[src/rtl/spi_instr_decoder.sv]
// Command/data protocol decoder between the SPI byte bridge and the PWM register file.
// Turns received bytes into single-cycle register read/write strobes and returns read data.
module spi_instr_decoder #(
   parameter int unsigned ADDR_W = 6
) (
   input  logic              clk,
   input  logic              rst_n,
   input  logic              cs_n,
   input  logic              byte_sync,
   input  logic [7:0]        data_in,
   output logic [7:0]        data_out,
   output logic              read,
   output logic              write,
   output logic [ADDR_W-1:0] addr,
   input  logic [7:0]        data_read,
   output logic [7:0]        data_write
);

   typedef enum logic {
      ST_CMD  = 1'b0,
      ST_DATA = 1'b1
   } state_t;

   state_t              state_q, state_d;
   logic                rw_q, rw_d;
   logic                burst_q, burst_d;
   logic                inc_q, inc_d;
   logic                read_d, write_d;
   logic [ADDR_W-1:0]   addr_d;
   logic [7:0]          data_write_d, data_out_d;
   logic                abort;

   // Chip select released with no byte completing: drop the whole transaction context.
   assign abort = cs_n && !byte_sync;

   // Next-state and next-output logic
   always_comb begin
      state_d      = state_q;
      rw_d         = rw_q;
      burst_d      = burst_q;
      inc_d        = 1'b0;
      read_d       = 1'b0;
      write_d      = 1'b0;
      addr_d       = addr;
      data_write_d = data_write;
      data_out_d   = read ? data_read : data_out;

      // Post-write address bump lands one cycle after the write strobe
      if (inc_q && !abort) begin
         addr_d = addr + ADDR_W'(1);
      end

      unique case (state_q)
         ST_CMD: begin
            if (byte_sync && !cs_n) begin
               rw_d    = data_in[7];
               burst_d = data_in[6];
               addr_d  = ADDR_W'(data_in[5:0]);
               read_d  = !data_in[7];
               state_d = ST_DATA;
            end
         end
         ST_DATA: begin
            if (byte_sync) begin
               if (rw_q) begin
                  write_d      = 1'b1;
                  data_write_d = data_in;
                  inc_d        = burst_q;
               end else if (burst_q) begin
                  addr_d = addr + ADDR_W'(1);
                  read_d = 1'b1;
               end
               if (!burst_q) begin
                  state_d = ST_CMD;
               end
            end
         end
         default: state_d = ST_CMD;
      endcase

      if (abort) begin
         state_d = ST_CMD;
         rw_d    = 1'b0;
         burst_d = 1'b0;
         inc_d   = 1'b0;
         read_d  = 1'b0;
         write_d = 1'b0;
      end else if (cs_n) begin
         state_d = ST_CMD;
      end
   end

   // State and output registers
   always_ff @(posedge clk or negedge rst_n) begin
      if (!rst_n) begin
         state_q    <= ST_CMD;
         rw_q       <= 1'b0;
         burst_q    <= 1'b0;
         inc_q      <= 1'b0;
         read       <= 1'b0;
         write      <= 1'b0;
         addr       <= '0;
         data_write <= 8'h00;
         data_out   <= 8'h00;
      end else begin
         state_q    <= state_d;
         rw_q       <= rw_d;
         burst_q    <= burst_d;
         inc_q      <= inc_d;
         read       <= read_d;
         write      <= write_d;
         addr       <= addr_d;
         data_write <= data_write_d;
         data_out   <= data_out_d;
      end
   end

endmodule

[config.mk]
export PLATFORM = sky130hd
export DESIGN_NAME = spi_instr_decoder
export DESIGN_NICKNAME = d
export VERILOG_FILES = /design/src/rtl/spi_instr_decoder.sv
export SDC_FILE = /design/constraint.sdc
export NUM_CORES = 1
export LEC_CHECK = 0
export CAP_MARGIN = 20
export CORE_ASPECT_RATIO = 0.8
export CORE_MARGIN = 10
export CORE_UTILIZATION = 45
export CTS_CLUSTER_SIZE = 12
export DETAILED_ROUTE_END_ITERATION = 10
export PLACE_DENSITY = 0.87
export RECOVER_POWER = 50
export SKIP_CTS_REPAIR_TIMING = 1
export SLEW_MARGIN = 10
export SYNTH_ARGS = -nofsm -noshare
export SYNTH_HDL_FRONTEND = slang
export SYNTH_SLANG_ARGS = --single-unit
[constraint.sdc]
create_clock -name clk -period 1.5 [get_ports clk]
set_input_delay 0.375 -clock clk [delete_from_list [all_inputs] [get_ports clk]]
set_output_delay 0.375 -clock clk [all_outputs]
set_load 0.05 [all_outputs]
# Yosys cells after proc, flatten, opt, wreduce, memory -nomap -nowiden
# Cells that the tools add are included.
# op_classes
n_addsub	1
multipliers	0
n_div	0
order_cmp	0
eq_ne	1
n_shift	0
muxes	31
bitwise	1
n_reduce_logical	10
# op_table
cell	n
6-bit two-way mux	5
1-bit two-way mux	23
6-bit one-hot mux with 2 select lines	1
6-bit by 1-bit adder with 6-bit output, second input constant	1
1-bit logical NOT	4
1-bit one-hot mux with 2 select lines	2
1-bit logical AND	3
3-bit AND reduction	1
2-bit by 1-bit != test with 1-bit output, second input constant	1
2-bit AND reduction	1
2-bit nonzero test	1
1-bit NOT	1
# word_totals
register_bits	28
latchBits	0
mem_bits_rw	0
mem_bits_ro	0
in_bits	20
output_inout_bits	24
word_cells	53
mem_count	0

# Depth between registers and ports, before layout
# Gate-level depths: netlist of the first run.
# logic_depth
depth_word	9
ltp_mapped	7

# Worst setup path after synthesis of the first run
# OpenSTA, ideal clock, no wires.
# synth_timing
path_kind	register -> register
start	reg addr[0]
end	reg addr[1]
setup_ns	0.132
arrival_time_ns	1.510
required_ns	1.368
slack_ns	-0.143
path_stages_with_launch	5
path_buffers	0
path_cell_list	dfrtp_1 -> ha_1 -> mux2_2 -> o211ai_1 -> o21ai_1
# synth_between
elab_chain_len	6
# synth_rtl
item	line	source
start: declaration	14	output logic [ADDR_W-1:0] addr,
start signal: assignment	112	addr <= addr_d;
6-bit by 1-bit adder with 6-bit output (*)	50, 70	
6-bit two-way mux	49	if (inc_q && !abort) begin
6-bit two-way mux	69	end else if (burst_q) begin
6-bit two-way mux	65	if (rw_q) begin
6-bit two-way mux	64	if (byte_sync) begin
6-bit one-hot mux with 2 select lines (*)	53	unique case (state_q)
net addr_d[1]	29	logic [ADDR_W-1:0] addr_d;
# The timed path passes the listed nets; every way through them passes the cells marked *.
# A chain may end at the register's enable or synchronous reset.

# Worst setup path in the final report of the first run
# layout_timing
start	reg addr[0]
end	out addr[0]
# No word-level cell between the ends.

==> results of run 1 <==
power groups by stage:
stage               Clock [uW]  Combinational, uW  Sequential [uW]
global placement             0               1880             1160
CTS                        600               1940             1170
floorplan                    0                295             1710
finish                     597               1860             1160
detailed placement           0               1930             1190
global route               637               1940             1190
stage by stage:
| stage | std cells | utilization (%) | worst slack (ns) | area (um^2) | hold WS (ns) |
|---|---|---|---|---|---|
| after floorplan | 121 | - | 0.00439 | 1370 | 0.0794 |
| after global placement | 217 | 78.7 | -0.394 | 2230 | 0.529 |
| after detailed placement | 217 | 78.7 | -0.485 | 2230 | 0.564 |
| after CTS | 221 | 81.2 | -0.190 | 2300 | 0.447 |
| after global routing | 221 | 80.2 | 0.0393 | 2270 | 0.413 |
| final | 221 | 80.2 | 0.117 | 2270 | 0.406 |
kinds of logic (layout without fill, tap and decap cells):
family	after synthesis	in the layout	share of synthesized area, %
AO/OA/AOI/OAI	29	29	13.8
multiplexers	18	18	14.8
flip-flops	28	28	51.6
XOR/XNOR	5	5	3.22
adder cells (fa/ha/maj)	3	3	2.76
AND/OR/NAND/NOR	30	30	11.5
buffers and inverters	8	70	2.30
area by class of cell:
cell class	count	area, um^2	area share, %
repair buffers	62	771	34.0
well taps	38	47.5	2.09
multi-input cells	85	659	29.1
flip-flops and latches	28	706	31.1
inverters	4	15.0	0.662
clock inverters	1	30.0	1.32
clock buffers	3	41.3	1.82
flip-flops by register name, summed over array words and instances (netlist names):
register / cells
addr: 6
data_write: 8
state_q: 1
burst_q: 1
inc_q: 1
data_out: 8
rw_q: 1
read: 1
write: 1
placed cells by master, fill, tap and decap left out, types with 2 or more instances in the layout:
master,synthesis,routed
buf_4,0,18
clkbuf_8,0,3
a21oi_1,5,5
o21ai_0,8,8
o21a_1,3,3
nor3_1,8,6
xor2_1,3,3
buf_12,0,21
nor2_1,4,4
clkdlybuf4s50_1,0,16
inv_1,4,3
dfrtp_1,28,24
clkbuf_2,0,4
nor3_2,0,2
nand3_1,3,3
a22oi_1,2,2
dlymetal6s2s_1,0,2
dfrtp_2,0,4
nand3b_1,2,2
mux2_2,17,16
o22ai_1,3,3
nand2_1,7,7
o211ai_1,2,2
ha_1,3,2
xnor2_1,2,2
path summary, 6_finish.rpt:
kind                               startpoint       endpoint  slack, ns  cells after the start
worst max-delay path                  addr[0]        addr[0]       0.12                      2
worst min-delay path                     cs_n        state_q       0.41                      2
worst max register to register           rw_q        addr[2]       0.12                      4
worst min register to register  data_write[6]  data_write[6]       0.52                      1
max in group asynchronous               rst_n        addr[1]       0.34                      2
min in group asynchronous               rst_n    data_out[1]       0.66                      2
per-layer routing:
metal | track usage, % | vias to the layer above | routed length (um)
met2 | 30.1 | 44 | 2500
met1 | 17.2 | 617 | 1580
met5 | 0 | - | 0
li1 | - | 562 | -
met4 | 3.24 | 0 | 70
met3 | 4.26 | 11 | 266
critical path, delay by kind of cell, from the launching register on:
family / cells / cell delay, ns
flip-flops: 1 / 0.42
buffers and inverters: 2 / 0.32
==> impl_metrics.py, run 1 <==
metrics = {
    "detailed_routing": {
        "drt_first_pass_iters": 4,
        "drc_errors": 0,
        "detail_route.wl_per_cell_um": 20.0,
        "dr.first_iter.drc_count": 130,
        "viasPerCell": 5.58,
        "ant_nets": 0,
        "wl_mm": 4.41,
        "via_count": 1234,
    },
    "floorplan": {
        "dieHeight_um": 69.2,
        "dieArea_um2": 5630,
        "die_w_um": 81.4,
        "rows": 17,
        "core_area_um2": 2830,
        "num_io_pins": 44,
        "start_util_pct": 48.0,
    },
    "power": {
        "switching_power_uw": 1420,
        "power_density_nw_per_um2": 1590,
        "p_int_uw": 2190,
        "power_uw": 3620,
        "ir_drop_mv": 1.15,
        "seqPwrFrac_pct": 32.2,
        "swShare_pct": 39.3,
        "power_leakage_uw": 0.00102,
        "p_comb_share_pct": 51.3,
        "clock_power_share_pct": 16.5,
    },
    "yosys": {
        "syn_avg_cell_area_um2": 11.2,
        "mappedNetlistNets": 144,
        "syn-instance-count": 121,
        "ys_async_sr_fraction_pct": 100,
        "synth_ff_type": "dfrtp_1",
        "netlist_area_um2": 1360,
        "synth_area_leaders": "dfrtp_1, mux2_2, nor3_1",
        "yosysWarnings": 0,
        "synth-seq-area-share_pct": 51.6,
        "yosysTopAreaCell": "dfrtp_1",
        "synth-edff-count": 0,
        "yosys.area.top_type_share_pct": 51.6,
        "synth_common_cells": "dfrtp_1, mux2_2, nor3_1, o21ai_0, nand2_1",
        "post-synth-top-count-cell": "dfrtp_1",
        "synth-seq-cells": 28,
        "yosysUniqueCellTypes": 32,
    },
    "critical_path": {
        "worstSetupPathType": "reg2out",
        "slowest_stage": "dfrtp_2",
        "start_kind": "flip-flop",
        "slowest_delay_ns": 0.42,
        "worstPathMaxFanout": 6,
        "crit_chain": "buf_4 -> buf_12",
        "cp-end-kind": "output port",
        "arrival_ns": 1.01,
        "cp.required_ns": 1.12,
    },
    "clocking": {
        "clock_path_buffers": 2,
        "clkSinkCount": 28,
        "cts_inserted_buffers": 3,
        "clk_pin_slew_worst_paths_ns": 0.10,
        "htree_num_levels": 1,
        "clkLatencyLatePin_ns": 0.28,
        "cts_tree": "built",
        "root_buffer": "clkbuf_8",
    },
    "sta": {
        "tightest_slew_ns": 0.712,
        "period_minus_slack_ns": 1.38,
        "slew_headroom_pct": 52.6,
        "period_share_pct": 92.2,
        "setup_viol": 0,
        "timing.fmax_ghz": 0.723,
        "timing_hold_violations_final": 0,
        "slew_violations": 0,
        "rsz0062_at_grt": "no",
        "skew_ns": 0.00618,
        "tns_ns": 0,
    },
    "grt": {
        "overflow": 0,
        "grt_pass1_wl_mm": 7.25,
        "grt_pass1_vias": 1440,
        "grt_util_all_layers_pct": 16.1,
        "grt_max_degree": 29,
        "antenna_found_initial": 0,
    },
    "place": {
        "port_buffers": 43,
        "hpwl_mm": 3.38,
        "place_congestion": 0.983,
    },
    "cells_and_area": {
        "layout.nets": 207,
        "syn_to_final_growth_pct": 67.0,
        "drive_gt1_share_pct": 41.0,
        "layout.filler_cells": 173,
        "diodes": 0,
    },
    "run_status": {
        "status": "finished clean",
    },
    "run": {
        "max_cap_viol_count": 0,
    },
    "worst_hold_path": {
        "hold_class": "in2reg",
    },
}
Note: power is estimated with default switching activity, not from simulation.
==> inputs of run 2 (changes only) <==
- CORE_MARGIN: 10 -> not set
==> run 2 against run 1 <==
  * Setup slack got worse by 0.024 ns
  * Register-to-register slack lost 0.02 ns
  * Clock skew is 0.0023 ns lower
  * Count of clock-buffer cells in the layout stayed put
  * Clock power fell by 3%
  * Utilization up 0.83 points
  * Critical path type is now reg2reg
  * Critical endpoint is now addr[4]
  * Largest cell class unchanged
==> impl_metrics.py, run 2 (synthesis results as in run 1) <==
metrics = {
    "run_status": {
        "status": "finished clean",
    },
    "sta": {
        "tightest_slew_ns": 0.675,
        "setup_slack_ns": 0.0927,
        "timing.fmax_ghz": 0.711,
        "period_share_pct": 93.8,
        "period_minus_slack_ns": 1.41,
        "timing_hold_violations_final": 0,
        "rsz0062_at_grt": "no",
        "skew_ns": 0.00388,
        "slew_headroom_pct": 55.0,
        "slew_violations": 0,
        "tns_ns": 0,
        "setup_viol": 0,
    },
    "critical_path": {
        "crit_buf_inv": 0,
        "cp_top_family": "flip-flops",
        "worstSetupPathType": "reg2reg",
        "slowest_delay_ns": 0.38,
        "cp-end-kind": "flip-flop",
        "cp.required_ns": 1.65,
        "worstPathMaxFanout": 3,
        "arrival_ns": 1.56,
        "start_kind": "flip-flop",
        "slowest_stage": "dfrtp_2",
        "crit_chain": "ha_1 -> nand3b_1 -> o21a_1 -> nor3_1 -> o22ai_1",
    },
    "place": {
        "port_buffers": 43,
        "placedCellCount": 213,
        "place_area_um2": 2200,
        "preCtsSetupSlack_ns": -0.487,
        "hpwl_mm": 2.83,
        "place_congestion": 0.975,
    },
    "cells_and_area": {
        "final_cell_mix": "dfrtp_1, buf_12, mux2_2",
        "final_cells": 218,
        "drive_gt1_share_pct": 39.4,
        "largestRegisters": "data_out x8, data_write x8, addr x6",
        "layout.nets": 204,
        "diodes": 0,
        "syn_to_final_growth_pct": 67.5,
        "utilization_pct": 81.1,
        "final_area_um2": 2280,
    },
    "detailed_routing": {
        "via_count": 1234,
        "viasPerCell": 5.66,
        "drt_first_pass_iters": 4,
        "detail_route.wl_per_cell_um": 17.7,
        "dr.first_iter.drc_count": 58,
        "drc_errors": 0,
        "wl_mm": 3.87,
        "ant_nets": 0,
    },
    "clocking": {
        "clk_pin_slew_worst_paths_ns": 0.09,
        "clock_path_buffers": 2,
        "root_buffer": "clkbuf_8",
        "clkSinkCount": 28,
        "htree_num_levels": 1,
        "clkLatencyLatePin_ns": 0.27,
        "cts_inserted_buffers": 3,
        "cts_tree": "built",
    },
    "power": {
        "power_leakage_uw": 0.00101,
        "power_density_nw_per_um2": 1610,
        "ir_drop_mv": 1.06,
    },
    "floorplan": {
        "rows": 17,
        "core_area_um2": 2810,
        "dieArea_um2": 3240,
        "dieHeight_um": 51.2,
        "die_w_um": 63.4,
        "num_io_pins": 44,
        "start_util_pct": 48.4,
    },
    "run": {
        "max_cap_viol_count": 0,
    },
    "worst_hold_path": {
        "hold_class": "in2reg",
    },
    "grt": {
        "antenna_found_initial": 0,
        "overflow": 0,
        "grt_pass1_wl_mm": 6.53,
        "grt_max_degree": 29,
        "grt_pass1_vias": 1331,
        "grt_util_all_layers_pct": 27.0,
    },
}
run 2: final timing paths:
kind / startpoint / end / slack, ns / cells past startpoint
setup reg to reg: addr[1] / addr[4] / 0.09 / 5
setup / recovery: addr[1] / addr[4] / 0.09 / 5
max in group asynchronous: rst_n / addr[2] / 0.36 / 2
hold / removal: cs_n / state_q / 0.40 / 2
hold reg to reg: data_out[5] / data_out[5] / 0.58 / 1
min in group asynchronous: rst_n / data_write[5] / 0.67 / 2
run 2: final cells by class:
cell class	count	area, um^2
multi-input combinational	85	649
sequential	28	706
timing repair buffer	59	787
tap	38	47.5
inverter	4	15.0
clock inverter	1	30.0
clock buffer	3	41.3
fill	173	532
run 2: routing by layer:
layer | wire, um | global-route usage (%) | share of wire [%]
met1 | 1440 | 30.1 | 37
met2 | 2140 | 51.8 | 55
met3 | 191 | 5.13 | 4.9
met4 | 92 | 8.71 | 2.4
met5 | 0 | 0 | 0
run 2: through the flow:
stage	hold slack (ns)	total power, uW
finish	0.396	3650
floorplan	0.0794	2010
global placement	0.527	3010
detailed placement	0.563	3080
CTS	0.454	3660
global route	0.399	3790
run 2: worst register-to-register path, cell delays in order, from the launching register on:
cell and delay, ns:
dfrtp_2 0.38, ha_1 0.22, nand3b_1 0.19, o21a_1 0.21, nor3_1 0.16, o22ai_1 0.12
run 2: power by group:
part           internal, uW  total [uW]  switching (uW)
Clock                   357         582             225
Sequential              946        1180             232
Combinational           950        1890             943
Total                  2250        3650            1400
